==> config.mk <==
export PLATFORM = sky130hd
export DESIGN_NAME = mem_arbiter
export DESIGN_NICKNAME = d
export VERILOG_FILES = /design/src/rtl/defs.sv /design/src/rtl/mem_arbiter.sv
export SDC_FILE = /design/constraint.sdc
export NUM_CORES = 1
export LEC_CHECK = 0
export CAP_MARGIN = 40
export CORE_ASPECT_RATIO = 1.5
export CORE_MARGIN = 5
export CORE_UTILIZATION = 42
export DETAILED_ROUTE_END_ITERATION = 16
export PLACE_DENSITY = 0.83
export SYNTH_ARGS = -nofsm -noshare
export SYNTH_HDL_FRONTEND = slang
export SYNTH_SLANG_ARGS = --single-unit
export TNS_END_PERCENT = 1
==> constraint.sdc <==
create_clock -name clk -period 2 [get_ports clk]
set_clock_uncertainty 0.15 [all_clocks]
set_input_delay 0.4 -clock clk [delete_from_list [all_inputs] [get_ports clk]]
set_output_delay 0.4 -clock clk [all_outputs]
set_load 0.1 [all_outputs]
==> src/rtl/defs.sv <==
// Shared types for the fetch/data memory arbiter: FSM states and grant owner.
package defs;
  typedef enum logic [1:0] {IDLE, BUSY, RESP} mem_arb_state_t;
  typedef enum logic {OWN_IF, OWN_D} mem_owner_t;
endpackage

==> src/rtl/mem_arbiter.sv <==
// Arbitrates one single-ported memory between instruction fetch and load/store.
// Data wins by default; a saturating starvation counter forces a fetch grant.
module mem_arbiter
  import defs::*;
#(
  parameter int STARVE_LIMIT = 4
) (
  input  logic        clk,
  input  logic        rst,
  input  logic        if_req,
  input  logic [31:0] if_addr,
  input  logic        if_kill,
  output logic        if_ready,
  output logic [31:0] if_rdata,
  input  logic        d_req,
  input  logic        d_we,
  input  logic [3:0]  d_wstrb,
  input  logic [31:0] d_addr,
  input  logic [31:0] d_wdata,
  output logic        d_ready,
  output logic [31:0] d_rdata,
  output logic        mem_req,
  output logic        mem_we,
  output logic [3:0]  mem_wstrb,
  output logic [31:0] mem_addr,
  output logic [31:0] mem_wdata,
  input  logic        mem_ack,
  input  logic [31:0] mem_rdata
);
  localparam int SW = $clog2(STARVE_LIMIT + 1);
  localparam logic [SW-1:0] LIM = SW'(STARVE_LIMIT);

  mem_arb_state_t state_q, state_d;
  mem_owner_t     owner_q, owner_d;
  logic [SW-1:0]  starve_q, starve_d;
  logic           kill_q, kill_d;
  logic           mem_req_q, mem_req_d, mem_we_q, mem_we_d;
  logic [3:0]     mem_wstrb_q, mem_wstrb_d;
  logic [31:0]    mem_addr_q, mem_addr_d, mem_wdata_q, mem_wdata_d;
  logic           if_ready_q, if_ready_d, d_ready_q, d_ready_d;
  logic [31:0]    if_rdata_q, if_rdata_d, d_rdata_q, d_rdata_d;

  function automatic mem_owner_t pick(input logic ifr, input logic dr,
                                      input logic [SW-1:0] cnt);
    if (ifr && (!dr || cnt == LIM)) return OWN_IF;
    return OWN_D;
  endfunction

  always_comb begin
    state_d     = state_q;
    owner_d     = owner_q;
    starve_d    = starve_q;
    kill_d      = kill_q;
    mem_req_d   = mem_req_q;
    mem_we_d    = mem_we_q;
    mem_wstrb_d = mem_wstrb_q;
    mem_addr_d  = mem_addr_q;
    mem_wdata_d = mem_wdata_q;
    if_ready_d  = 1'b0;
    d_ready_d   = 1'b0;
    if_rdata_d  = if_rdata_q;
    d_rdata_d   = d_rdata_q;
    unique case (state_q)
      IDLE: begin
        if (!if_req) starve_d = '0;
        if (if_req || d_req) begin
          state_d   = BUSY;
          mem_req_d = 1'b1;
          if (pick(if_req, d_req, starve_q) == OWN_IF) begin
            owner_d     = OWN_IF;
            mem_addr_d  = if_addr;
            mem_we_d    = 1'b0;
            mem_wstrb_d = 4'h0;
            mem_wdata_d = '0;
            starve_d    = '0;
          end else begin
            owner_d     = OWN_D;
            mem_addr_d  = d_addr;
            mem_we_d    = d_we;
            mem_wstrb_d = d_wstrb;
            mem_wdata_d = d_wdata;
            if (if_req && starve_q != LIM) starve_d = starve_q + SW'(1);
          end
        end
      end
      BUSY: begin
        if (if_kill && owner_q == OWN_IF) kill_d = 1'b1;
        // Ready is raised on the ack edge so it is visible during RESP.
        if (mem_ack) begin
          mem_req_d = 1'b0;
          state_d   = RESP;
          if (owner_q == OWN_IF) begin
            if_rdata_d = mem_rdata;
            if_ready_d = !(kill_q || if_kill);
          end else begin
            d_rdata_d = mem_rdata;
            d_ready_d = 1'b1;
          end
        end
      end
      RESP: begin
        state_d = IDLE;
        kill_d  = 1'b0;
      end
      default: state_d = IDLE;
    endcase
  end

  always_ff @(posedge clk) begin
    if (rst) begin
      state_q     <= IDLE;
      owner_q     <= OWN_D;
      starve_q    <= '0;
      kill_q      <= 1'b0;
      mem_req_q   <= 1'b0;
      mem_we_q    <= 1'b0;
      mem_wstrb_q <= '0;
      mem_addr_q  <= '0;
      mem_wdata_q <= '0;
      if_ready_q  <= 1'b0;
      d_ready_q   <= 1'b0;
      if_rdata_q  <= '0;
      d_rdata_q   <= '0;
    end else begin
      state_q     <= state_d;
      owner_q     <= owner_d;
      starve_q    <= starve_d;
      kill_q      <= kill_d;
      mem_req_q   <= mem_req_d;
      mem_we_q    <= mem_we_d;
      mem_wstrb_q <= mem_wstrb_d;
      mem_addr_q  <= mem_addr_d;
      mem_wdata_q <= mem_wdata_d;
      if_ready_q  <= if_ready_d;
      d_ready_q   <= d_ready_d;
      if_rdata_q  <= if_rdata_d;
      d_rdata_q   <= d_rdata_d;
    end
  end

  assign mem_req   = mem_req_q;
  assign mem_we    = mem_we_q;
  assign mem_wstrb = mem_wstrb_q;
  assign mem_addr  = mem_addr_q;
  assign mem_wdata = mem_wdata_q;
  assign if_ready  = if_ready_q;
  assign if_rdata  = if_rdata_q;
  assign d_ready   = d_ready_q;
  assign d_rdata   = d_rdata_q;
endmodule

==> impl_metrics.py <==
metrics = {
    "global_route": {
        "grt_overflow": 0,
        "grt_use_total_pct": 26.1,
        "grt_pass1_wl_um": 35000,
        "grt_max_degree": 72,
        "antenna_found_initial": 1,
        "first_global_vias": 6574,
    },
    "logic_synthesis": {
        "synth-edff-count": 0,
        "netlist_instances": 704,
        "synth-async-reset-ratio_pct": 0,
        "yosys.cell_types.count": 35,
        "syn_area_mm2": 0.00597,
        "ys_warn_count": 0,
        "ys_seq_area_share_pct": 48.0,
        "yosys_register_bits": 143,
        "synth_area_per_cell_um2": 8.48,
        "synth_ff_type": "dfxtp_1",
        "synth_nets": 845,
    },
    "route": {
        "first_pass_iters": 5,
        "drt-initial-drc-count": 373,
        "drcViolationCount": 0,
        "ant_nets": 0,
        "vias": 6611,
        "wl_per_cell_um": 19.8,
        "drt_wl_total_um": 22800,
        "via_per_inst": 5.73,
    },
    "outcome": {
        "status": "finished clean",
    },
    "sta": {
        "slew_headroom_pct": 65.2,
        "fmaxAchievable_ghz": 0.509,
        "final.setup.tns_ps": 0,
        "hold_violations": 0,
        "timing.final.crit_share_pct": 98.2,
        "rsz0062_at_grt": "true",
        "setup_viol": 0,
        "finalCriticalPeriod_ps": 1960,
        "slew_viol_final": 0,
        "worstMarginPinSlew_ps": 520,
        "whs_ps": 311,
    },
    "finish": {
        "final_nets": 1090,
        "n_antenna_cell": 0,
        "multi_input_area_mm2": 0.00277,
        "layout-drive-gt1-share_pct": 23.1,
        "ff_latch_area_mm2": 0.00286,
        "fin_area_mm2": 0.0111,
        "fillers": 831,
        "syn2layout_area_growth_pct": 85.9,
    },
    "floorplanning": {
        "die_w_um": 107,
        "core_mm2": 0.0140,
        "rows": 53,
        "die_area_mm2": 0.0167,
        "die_h_um": 156,
        "initial_utilization_pct": 42.7,
        "ioPinCount": 275,
    },
    "cts": {
        "clockBufferDepth": 2,
        "cts_tree": "done",
        "cts_inserted_buffers": 17,
        "insertion_delay_ps": 400,
        "clock_sinks": 143,
        "cts_setup_buffers": 0,
        "htree_levels": 4,
        "root_buffer": "clkbuf_16",
        "cts.reportedPaths.clkPinSlew_ps": 70,
    },
    "placed_design": {
        "place.gp.congestion": 0.831,
        "hpwlAfterDp_um": 16100,
        "portBuffers": 274,
        "dpl-instance-area_mm2": 0.0105,
    },
    "job": {
        "cap_violations": 0,
    },
    "setup_path": {
        "slowest_stage": "a2111oi_1",
        "slowest_delay_ps": 580,
        "cp_data_arrival_time_ps": 2090,
        "critPathKind": "reg2reg",
        "worstPathRequired_ps": 2130,
        "start_kind": "register",
        "worstPathMaxFanout": 29,
        "endpoint_kind": "register",
        "crit_chain": "inv_1 > ha_1 > a21bo_4 > a2111oi_1 > nor4_1",
    },
    "min_path": {
        "min_path_type": "reg2reg",
    },
    "pwr": {
        "irDropWorstVdd_uv": 729,
        "power_leakage_nw": 3.92,
        "powerDensity_mw_per_mm2": 842,
    },
}
==> per-layer routing <==
layer / up-vias / share of wire (%) / global-route usage [%]
met3: 48 / 9.5 / 9.15
li1: 3084 / - / -
met4: 2 / 3.1 / 10.2
met5: - / 0.057 / 0
met2: 347 / 51 / 45.4
met1: 3130 / 36 / 29.0
==> flip-flops by register name, summed over array words and instances (netlist names), 2 cells and up <==
register and count:
starve_q 3, state_q 2, d_rdata 32, mem_wdata 32, mem_addr 32, if_rdata 32, mem_wstrb 4
==> placed cells by master (no fill, tap or decap), drive strengths merged <==
cell type / instances
a21boi: 1
or2: 2
nand4b: 1
clkinv: 3
o21bai: 2
nand4bb: 1
ha: 2
and4b: 1
o2111ai: 37
dfxtp: 143
and2: 1
bufinv: 3
a21oi: 140
nor4bb: 1
a2111oi: 32
o211ai: 1
clkdlybuf4s50: 136
clkbuf: 19
a21bo: 1
inv: 5
clkinvlp: 4
nor3: 1
nand4: 2
nor4b: 1
or3b: 1
nor2b: 1
nand3b: 1
o21ai: 37
and3b: 1
nand2: 135
nor2: 3
nor4: 65
buf: 177
==> cell type report <==
class | count | share of cell area [%]
Timing Repair Buffer | 313 | 41.6
Sequential cell | 143 | 25.8
Multi-Input combinational cell | 471 | 24.9
Clock buffer | 19 | 3.99
Tap cell | 192 | 2.16
Clock inverter | 12 | 1.44
Inverter | 3 | 0.101
==> repair_timing <==
action	4_1_cts	5_1_grt
resized for setup	4	4
hold buffers	0	0
endpoints found under the setup margin	4	10
==> kinds of logic after synthesis <==
logic type | share of synthesized area [%]
AO/OA/AOI/OAI | 27.6
AND/OR/NAND/NOR | 17.4
flip-flops | 48.0
buffers and inverters | 6.60
adder cells (fa/ha/maj) | 0.419
==> report_power, final <==
part / switching, mW / internal (mW) / total (mW)
Combinational: 1.78 / 1.12 / 2.89
Clock: 1.25 / 2.00 / 3.25
Sequential: 0.180 / 3.02 / 3.20
==> critical path, delay by kind of cell (launching register included) <==
kind,cells,cell delay (ps)
compound gates,2,920
flops,1,360
fa+ha+maj,1,230
simple gates,1,110
buf+inv,1,70
==> metrics by stage <==
step	setup WS [ps]	power [mW]	utilization (%)	std cells
4_1_cts	75.5	9.37	79.2	1153
5_1_grt	-3.60	9.64	79.3	1153
3_5_place_dp	-207	6.13	74.9	1122
6_report	36.1	9.34	79.3	1153
2_1_floorplan	169	4.85	-	704
3_3_place_gp	-201	6.10	74.9	1122
==> synthesized netlist by cell type, types with 3 or more instances <==
| cell | instances | area [µm²] |
|---|---|---|
| o2111ai_1 | 37 | 324 |
| clkbuf_1 | 60 | 225 |
| nor4_1 | 65 | 407 |
| buf_6 | 4 | 45.0 |
| a2111oi_4 | 6 | 165 |
| nor2_1 | 3 | 11.3 |
| dfxtp_1 | 143 | 2860 |
| a21oi_1 | 140 | 701 |
| nand2_1 | 135 | 507 |
| o21ai_1 | 3 | 15.0 |
| buf_2 | 21 | 105 |
| a2111oi_0 | 26 | 228 |
| o21ai_0 | 34 | 170 |
==> path summary, 6_finish.rpt <==
check               from      endpoint  slack (ps)  cells past startpoint
min               kill_q      if_ready         310                      1
max          starve_q[0]  mem_addr[24]          40                      5
min reg2reg       kill_q      if_ready         310                      1
max reg2reg  starve_q[0]  mem_addr[24]          40                      5
No activity file was read; power rests on OpenSTA's default activity.
